**config.mk**
```make
export PLATFORM = sky130hd
export DESIGN_NAME = multicycle_controller
export DESIGN_NICKNAME = d
export VERILOG_FILES = /design/src/rtl/mc_pkg.sv /design/src/rtl/mc_op_decode.sv /design/src/rtl/multicycle_controller.sv
export SDC_FILE = /design/constraint.sdc
export NUM_CORES = 1
export LEC_CHECK = 0
export BUFFER_PORTS_ARGS = -buffer_cell sky130_fd_sc_hd__buf_2
export CAP_MARGIN = 20
export CORE_AREA = 3 3 56 58
export CTS_CLUSTER_DIAMETER = 30
export CTS_CLUSTER_SIZE = 10
export DETAILED_ROUTE_END_ITERATION = 6
export DIE_AREA = 0 0 59 61
export GPL_TIMING_DRIVEN = 0
export PLACE_DENSITY = 0.68
export SLEW_MARGIN = 20
export SYNTH_ARGS = -nofsm -noshare
export SYNTH_HDL_FRONTEND = slang
export SYNTH_SLANG_ARGS = --single-unit
```
**constraint.sdc**
```tcl
create_clock -name clk -period 2.55 [get_ports clk]
set_input_delay 0.6375 -clock clk [delete_from_list [all_inputs] [get_ports clk]]
set_output_delay 0.6375 -clock clk [all_outputs]
set_load 0.05 [all_outputs]
```
**src/rtl/mc_pkg.sv**
```systemverilog
// Shared encodings for the multicycle MIPS controller: states, opcodes,
// funct codes, ALU operations and datapath mux selects.
package mc_pkg;

  typedef enum logic [3:0] {
    ST_FETCH  = 4'd0,
    ST_DECODE = 4'd1,
    ST_EXEC_R = 4'd2,
    ST_WB_R   = 4'd3,
    ST_EXEC_I = 4'd4,
    ST_MEM_RD = 4'd5,
    ST_WB_MEM = 4'd6,
    ST_MEM_WR = 4'd7,
    ST_WB_I   = 4'd8,
    ST_BRANCH = 4'd9,
    ST_JUMP   = 4'd10,
    ST_JAL    = 4'd11,
    ST_JR     = 4'd12,
    ST_HALT   = 4'd13
  } state_t;

  typedef enum logic [2:0] {
    IC_R, IC_JR, IC_MEMI, IC_ADDI, IC_BR, IC_J, IC_JAL, IC_ILLEGAL
  } iclass_t;

  localparam logic [5:0] OP_RTYPE = 6'b000000;
  localparam logic [5:0] OP_LW    = 6'b100011;
  localparam logic [5:0] OP_SW    = 6'b101011;
  localparam logic [5:0] OP_ADDI  = 6'b001000;
  localparam logic [5:0] OP_BEQ   = 6'b000100;
  localparam logic [5:0] OP_BNE   = 6'b000101;
  localparam logic [5:0] OP_J     = 6'b000010;
  localparam logic [5:0] OP_JAL   = 6'b000011;

  localparam logic [5:0] FN_ADD = 6'b100000;
  localparam logic [5:0] FN_SUB = 6'b100010;
  localparam logic [5:0] FN_AND = 6'b100100;
  localparam logic [5:0] FN_OR  = 6'b100101;
  localparam logic [5:0] FN_SLT = 6'b101010;
  localparam logic [5:0] FN_JR  = 6'b001000;

  localparam logic [2:0] ALU_ADD = 3'b000;
  localparam logic [2:0] ALU_SUB = 3'b001;
  localparam logic [2:0] ALU_AND = 3'b010;
  localparam logic [2:0] ALU_OR  = 3'b011;
  localparam logic [2:0] ALU_SLT = 3'b100;

  localparam logic [1:0] REG_DST_RT = 2'b00;
  localparam logic [1:0] REG_DST_RD = 2'b01;
  localparam logic [1:0] REG_DST_RA = 2'b10;

  localparam logic [1:0] M2R_ALUOUT = 2'b00;
  localparam logic [1:0] M2R_MDR    = 2'b01;
  localparam logic [1:0] M2R_PC     = 2'b10;

  localparam logic [1:0] SRCB_B      = 2'b00;
  localparam logic [1:0] SRCB_FOUR   = 2'b01;
  localparam logic [1:0] SRCB_IMM    = 2'b10;
  localparam logic [1:0] SRCB_IMM_SH = 2'b11;

  localparam logic [1:0] PC_ALU    = 2'b00;
  localparam logic [1:0] PC_ALUOUT = 2'b01;
  localparam logic [1:0] PC_JUMP   = 2'b10;
  localparam logic [1:0] PC_REG    = 2'b11;

endpackage

```
**src/rtl/mc_op_decode.sv**
```systemverilog
// Combinational instruction classifier: op/funct to instruction class and
// the ALU operation an R-type instruction needs.
module mc_op_decode
  import mc_pkg::*;
(
  input  logic [5:0] op,
  input  logic [5:0] funct,
  output iclass_t    iclass,
  output logic [2:0] r_alu_op,
  output logic       r_funct_ok
);

  // Map funct to ALU op and classify the opcode.
  always_comb begin
    iclass     = IC_ILLEGAL;
    r_alu_op   = ALU_ADD;
    r_funct_ok = 1'b0;
    case (funct)
      FN_ADD: begin r_alu_op = ALU_ADD; r_funct_ok = 1'b1; end
      FN_SUB: begin r_alu_op = ALU_SUB; r_funct_ok = 1'b1; end
      FN_AND: begin r_alu_op = ALU_AND; r_funct_ok = 1'b1; end
      FN_OR:  begin r_alu_op = ALU_OR;  r_funct_ok = 1'b1; end
      FN_SLT: begin r_alu_op = ALU_SLT; r_funct_ok = 1'b1; end
      default: ;
    endcase
    case (op)
      OP_RTYPE:      iclass = (funct == FN_JR) ? IC_JR : IC_R;
      OP_LW, OP_SW:  iclass = IC_MEMI;
      OP_ADDI:       iclass = IC_ADDI;
      OP_BEQ, OP_BNE: iclass = IC_BR;
      OP_J:          iclass = IC_J;
      OP_JAL:        iclass = IC_JAL;
      default:       iclass = IC_ILLEGAL;
    endcase
  end

endmodule

```
**src/rtl/multicycle_controller.sv**
```systemverilog
// Multicycle MIPS controller: state register plus output/next-state decode.
module multicycle_controller
  import mc_pkg::*;
(
  input  logic       clk,
  input  logic       reset,
  input  logic [5:0] op,
  input  logic [5:0] funct,
  input  logic       zero,
  input  logic       mem_ready,
  output logic       pc_we,
  output logic       ir_we,
  output logic       mem_addr_sel,
  output logic       mem_we,
  output logic       reg_we,
  output logic [1:0] reg_dst,
  output logic [1:0] mem_to_reg,
  output logic       alu_src_a,
  output logic [1:0] alu_src_b,
  output logic [2:0] alu_op,
  output logic [1:0] pc_src,
  output logic       retire,
  output logic       halted,
  output logic [3:0] state
);

  state_t     state_q;
  iclass_t    dec_class;
  logic [2:0] dec_alu_op;
  logic       dec_funct_ok;

  // Decode results captured in DECODE, so later states ignore op changes:
  // sub_q is SW for memory ops and BNE for branches.
  iclass_t    cls_q;
  logic       sub_q;
  logic [2:0] r_alu_q;
  logic       r_ok_q;

  mc_op_decode u_dec (
    .op         (op),
    .funct      (funct),
    .iclass     (dec_class),
    .r_alu_op   (dec_alu_op),
    .r_funct_ok (dec_funct_ok)
  );

  assign state = state_q;

  // State register and next-state logic.
  always_ff @(posedge clk) begin
    if (reset) begin
      state_q <= ST_FETCH;
      cls_q   <= IC_ILLEGAL;
      sub_q   <= 1'b0;
      r_alu_q <= '0;
      r_ok_q  <= 1'b0;
    end else begin
      case (state_q)
        ST_FETCH:  if (mem_ready) state_q <= ST_DECODE;
        ST_DECODE: begin
          cls_q   <= dec_class;
          sub_q   <= (op == OP_SW) || (op == OP_BNE);
          r_alu_q <= dec_alu_op;
          r_ok_q  <= dec_funct_ok;
          case (dec_class)
            IC_R:             state_q <= ST_EXEC_R;
            IC_JR:            state_q <= ST_JR;
            IC_MEMI, IC_ADDI: state_q <= ST_EXEC_I;
            IC_BR:            state_q <= ST_BRANCH;
            IC_J:             state_q <= ST_JUMP;
            IC_JAL:           state_q <= ST_JAL;
            default:          state_q <= ST_HALT;
          endcase
        end
        ST_EXEC_R: state_q <= r_ok_q ? ST_WB_R : ST_HALT;
        ST_EXEC_I: begin
          if (cls_q == IC_ADDI) state_q <= ST_WB_I;
          else                  state_q <= sub_q ? ST_MEM_WR : ST_MEM_RD;
        end
        ST_MEM_RD: if (mem_ready) state_q <= ST_WB_MEM;
        ST_MEM_WR: if (mem_ready) state_q <= ST_FETCH;
        ST_HALT:   state_q <= ST_HALT;
        default:   state_q <= ST_FETCH;
      endcase
    end
  end

  // Datapath controls from state, with the few Mealy terms on mem_ready/zero.
  always_comb begin
    pc_we        = 1'b0;
    ir_we        = 1'b0;
    mem_addr_sel = 1'b0;
    mem_we       = 1'b0;
    reg_we       = 1'b0;
    reg_dst      = REG_DST_RT;
    mem_to_reg   = M2R_ALUOUT;
    alu_src_a    = 1'b0;
    alu_src_b    = SRCB_B;
    alu_op       = ALU_ADD;
    pc_src       = PC_ALU;
    retire       = 1'b0;
    halted       = 1'b0;
    case (state_q)
      ST_FETCH: begin
        alu_src_b = SRCB_FOUR;
        ir_we     = mem_ready;
        pc_we     = mem_ready;
      end
      ST_DECODE: alu_src_b = SRCB_IMM_SH;
      ST_EXEC_R: begin
        alu_src_a = 1'b1;
        alu_op    = r_alu_q;
      end
      ST_WB_R: begin
        reg_we  = 1'b1;
        reg_dst = REG_DST_RD;
        retire  = 1'b1;
      end
      ST_EXEC_I: begin
        alu_src_a = 1'b1;
        alu_src_b = SRCB_IMM;
      end
      ST_MEM_RD: mem_addr_sel = 1'b1;
      ST_WB_MEM: begin
        reg_we     = 1'b1;
        mem_to_reg = M2R_MDR;
        retire     = 1'b1;
      end
      ST_MEM_WR: begin
        mem_addr_sel = 1'b1;
        mem_we       = 1'b1;
        retire       = mem_ready;
      end
      ST_WB_I: begin
        reg_we = 1'b1;
        retire = 1'b1;
      end
      ST_BRANCH: begin
        alu_src_a = 1'b1;
        alu_op    = ALU_SUB;
        pc_src    = PC_ALUOUT;
        pc_we     = sub_q ? ~zero : zero;
        retire    = 1'b1;
      end
      ST_JUMP: begin
        pc_src = PC_JUMP;
        pc_we  = 1'b1;
        retire = 1'b1;
      end
      ST_JAL: begin
        pc_src     = PC_JUMP;
        pc_we      = 1'b1;
        reg_we     = 1'b1;
        reg_dst    = REG_DST_RA;
        mem_to_reg = M2R_PC;
        retire     = 1'b1;
      end
      ST_JR: begin
        pc_src = PC_REG;
        pc_we  = 1'b1;
        retire = 1'b1;
      end
      ST_HALT: halted = 1'b1;
      default: ;
    endcase
  end

endmodule

```
; Word-level counts from Yosys, hierarchy flattened
; Index checks and enable logic that the tools add are counted.
[op_classes]
mux = 26
n_eq_ne = 36
n_bitwise = 1
reduce_logical = 15
[ops]
columns = operator, count
row1 = $eq 6x6->1 const B, 7
row2 = $pmux 4 s7, 1
row3 = $eq 4x4->1 const B, 6
row4 = $pmux 4 s6, 1
row5 = $mux 4, 5
row6 = $pmux 3 s6, 1
row7 = $eq 4x3->1 const B, 4
row8 = $eq 6x2->1 const B, 2
row9 = $eq 6x3->1 const B, 2
row10 = $eq 6x4->1 const B, 2
row11 = $pmux 2 s3, 2
row12 = $pmux 3 s4, 1
row13 = $reduce_or 2->1, 5
row14 = $eq 3x2->1 const B, 3
row15 = $eq 3x3->1 const B, 3
row16 = $mux 1, 9
row17 = $eq 4x2->1 const B, 2
row18 = $pmux 2 s2, 2
row19 = $reduce_or 7->1, 1
row20 = $logic_not 6->1, 1
row21 = $ne 2x2->1 const B, 3
row22 = $pmux 3 s2, 1
row23 = $reduce_or 3->1, 2
row24 = $reduce_or 5->1, 1
row25 = other kinds (11), 11
[totals]
in_bits = 16
output_inout_bits = 23
ff_bits = 12
elab_cells = 83

; Logic depth before layout (Yosys ltp)
[depth]
word_depth = 7
mapped_depth = 7
mapped_depth_nobuf = 5

; By module
; Synthesis repeated with hierarchy kept, for this count alone.
[unflattened]
cells_unflattened = 167
hier_area_um2 = 1127.3
[by_module_without_submodules]
columns = mod, cells_per_inst, n_inst, area_each_um2
row1 = multicycle_controller, 137, 1, 938.4
row2 = mc_op_decode, 30, 1, 188.9

; Least setup slack after synthesis
; No wires, ideal clock.
[synth_timing]
path_kind = flip-flop to output port
start = reg state_q[2], in the netlist state[2]
end = out reg_we
setup_slack_ns = -0.677
path_buffers = 1
required_ns = 1.913
t_arrival_ns = 2.590
stages_incl_launch_ff = 5
cell_sequence = dfxtp_1 -> buf_6 -> clkinv_1 -> nor3_1 -> a21o_1
[synth_between]
elab_chain_len = 3
elab_cells_between_ends = 6
classes_between = eq/ne (4) / mux (1) / reduce/logical (1)
[synth_rtl]
columns = element, line_no
row1 = start: declaration, multicycle_controller.sv:27  ; state_t state_q;
row2 = start signal: assignment, multicycle_controller.sv:75  ; ST_EXEC_R: state_q <= r_ok_q ? ST_WB_R : ST_HALT;
row3 = start signal: assignment, multicycle_controller.sv:78  ; else state_q <= sub_q ? ST_MEM_WR : ST_MEM_RD;
row4 = $eq 4x4->1 (tied with other cells), multicycle_controller.sv:103  ; case (state_q)
row5 = $reduce_or 4->1 (no line) (*), -
row6 = $mux 1 (*), multicycle_controller.sv:103
row7 = end: declaration, multicycle_controller.sv:15  ; output logic reg_we,
; Every way passes the cells marked *; elsewhere a longest branch is shown, timed or not.

; Worst setup path in the final report
[layout_timing]
start = reg state_q[0], in the netlist state[0]
end = out pc_we
[layout_between]
elab_chain_len = 3
elab_cells_between_ends = 7
classes_between = eq/ne (4) / mux (1) / reduce/logical (2)
[layout_rtl]
columns = element, line_no
row1 = $eq 4x4->1, multicycle_controller.sv:103
row2 = $reduce_or 3->1 (no line), -
row3 = $pmux 1 s3 (*), multicycle_controller.sv:103
row4 = end: declaration, multicycle_controller.sv:11  ; output logic pc_we,
; Marked as above.

==> summary.md <==
| Metric | Value |
|---|---|
| Vias | `1383` |
| Power, Total | `0.001280 W` |
| RSZ-0062 raised after global routing | `no` |
| Clock net sink count | `12` |
| Fin Setup TNS | `0 ns` |
| EDFF count, synth | `0` |
| Startpoint class of the critical path | `register` |
| Final net count | `222` |
| Residual DRC | `0` |
| Largest cells by area after synthesis | `dfxtp_1, nor2_1, nand2_1` |
| Post-Synthesis Cells | `165` |
| Die H | `61 um` |
| Core Footprint | `2710 um^2` |
| Most frequent cells in the layout | `buf_2, nand2_1, nor2_1` |
| Vias in the first global route | `1196` |
| Worst path required time | `1.91 ns` |
| Crit-path cells | `buf_2, buf_2, nand2_1, nand2_1, a32o_1, buf_2` |
| Seq/Total Area, Yosys | `0.2124` |
| Cell row count | `19` |
| Worst hold path type | `reg2reg` |
| Post-Syn Area per Cell | `6.855 um^2` |
| CTS Buf Count | `3` |
| CTS tree | `done` |
| Asr flop ratio synth | `0` |
| Initial antenna violation count | `0` |
| Dpl hpwl | `2523 um` |
| Fillcell total | `294` |
| Clk_lat worst skew | `0.26 ns` |
| Boundary Pins | `39` |
| Crit Path Max Fanout | `10` |
| Warnings from Yosys | `0` |
| Number of distinct library cells after synthesis | `46` |
| Fin. Hold Viols | `0` |
| GRT overflow | `0` |
| CP arrival | `1.75 ns` |
| First-pass GRT wire length | `5119 um` |
| H-Tree Level Count | `1` |
| Inst Count DP | `232` |
| # port buffers | `36` |
| Final wirelength | `3152 um` |
| Crit Path Category | `reg2out` |
| Max transition margin | `0.6099` |
| Top FF cell, synth | `dfxtp_1` |
| Most common cell after layout, fill and taps aside | `buf_2` |
| Clock Skew | `0.002020 ns` |
| CTS Hold Bufs | `0` |
| CP Capture Type | `output port` |
| M1 WL | `1384 um` |
| Final worst path period share | `0.9381` |
| Yosys reg bits | `12` |
| VDD IR max | `0.0006860 V` |
| CP max stage cell | `dfxtp_1` |
| Max Transition Viols Final | `0` |
| Drt first-iter violations | `65` |
| Setup Viol. Count Final | `0` |
| DR WL met3 | `154 um` |
| Initial Util | `0.4174` |
| Share of cells above drive strength 1 | `0.3284` |
| Placer Congestion | `0.8417` |
| DIE WIDTH | `59 um` |
| Worst Tran Pin Value | `0.5820 ns` |
| Max layer used | `met4` |
| Clk slew on worst S/H paths | `0.07 ns` |
| Die area | `3599 um^2` |
| Pwr Density | `889.4 nW/um^2` |
| Hold Worst Slack | `0.4608 ns` |
| Fin crit period | `2.392 ns` |
| FMAX | `418.0 MHz` |
| Inserted Diodes | `0` |
| Largest net degree at the start of global routing | `11` |
| Synthesized cell area | `1131 um^2` |
| Area leader, netlist | `dfxtp_1` |
| First-pass detailed-route iteration total | `4` |
| Post-Layout Cell Count | `235` |
| DR WL/cell | `13.41 um` |
| Antenna-violating nets left | `0` |
| Syn Nets | `181` |
| Max-cap violations | `0` |
| Synth top area share | `0.2124` |
| Leak | `0.6116 nW` |
| CP max stage delay | `0.43 ns` |
| Status | `completed` |
| Vias/cell | `5.885` |
| Area grow syn2layout | `27.21%` |
| Met2 wire len | `1559 um` |
| CTS Buffer Depth | `2` |
| Most frequent CP cell | `buf_2` |
| CTS root buf | `clkbuf_4` |
| GRT Util Overall | `0.1792` |
## synthesized netlist by cell type (all sizes together), types with 2 or more instances
master / count
a2bb2oi: 2
a211o: 3
a31oi: 4
nand3: 3
mux2i: 2
nand3b: 3
nor2b: 3
o32a: 2
a22oi: 2
dfxtp: 12
a21oi: 13
a21o: 3
o31ai: 2
o21bai: 4
or3: 3
clkbuf: 6
buf: 6
nand4b: 2
a211oi: 3
nand2: 19
nor3: 11
o21ai: 6
inv: 3
nor2: 23
nand2b: 9
nor4: 3
## where the power goes
group          total, W  switching, W  internal (W)  leakage (nW)
registers      0.000263     0.0000359      0.000227        0.0980
logic          0.000909      0.000624      0.000284         0.500
clock network  0.000108     0.0000537     0.0000544        0.0138
## per-layer routing
metal,vias up,global-route usage
met5,-,0
met4,0,0.06472
met3,4,0.006383
met2,49,0.3218
met1,645,0.2284
li1,685,-
## metrics by stage
| stage | worst slack, ns | area [um^2] | utilization |
|---|---|---|---|
| 3_5_place_dp | 0.07095 | 1400 | 0.5166 |
| 2_1_floorplan | -0.2417 | 1181 | - |
| 6_report | 0.1578 | 1439 | 0.5309 |
| 5_1_grt | 0.04941 | 1439 | 0.5309 |
| 3_3_place_gp | 0.1184 | 1400 | 0.5166 |
| 4_1_cts | 0.03794 | 1425 | 0.5259 |
## sequential cells by signal (all words and copies together), names as in the netlist
| name | flops |
|---|---|
| r_alu_q | 3 |
| r_ok_q | 1 |
| sub_q | 1 |
| state | 4 |
| cls_q | 3 |
## final cells by class
cell class	instances	area [um^2]	area share
Sequential cell	12	241.5	0.1678
Clock buffer	3	22.52	0.01565
Tap cell	31	38.79	0.02696
Inverter	4	18.77	0.01304
Buffer	12	71.32	0.04957
Timing Repair Buffer	36	180.2	0.1252
Multi-Input combinational cell	137	865.8	0.6017
## worst max-delay path: cells and delay by family (launching register included)
kind            cells  cell delay (ns)
flops               1             0.43
simple gates        2             0.15
compound gates      1             0.16
buf+inv             3             0.76
## final timing paths
path               to  depth (start not counted)  slack (ns)  startpoint
min reg2reg  cls_q[2]                          1        0.46    cls_q[2]
max             pc_we                          6        0.16    state[0]
max reg2reg  state[1]                          5        0.90    state[2]
min          cls_q[2]                          1        0.46    cls_q[2]
## cell families (layout without fill, tap and decap cells)
family	count (synthesis)	in the layout	synth area share
buf+inv	16	55	0.07190
flops	12	12	0.2124
mux	2	2	0.01770
xor+xnor	2	2	0.01549
simple gates	80	80	0.3529
compound gates	53	53	0.3296
## repair_timing
action                                  CTS  global route
pin swaps                                 0             0
gates resized for setup                   2             7
endpoints found under the setup margin    5             6
buffers inserted                          0             0
(Power assumes the default switching activity.)
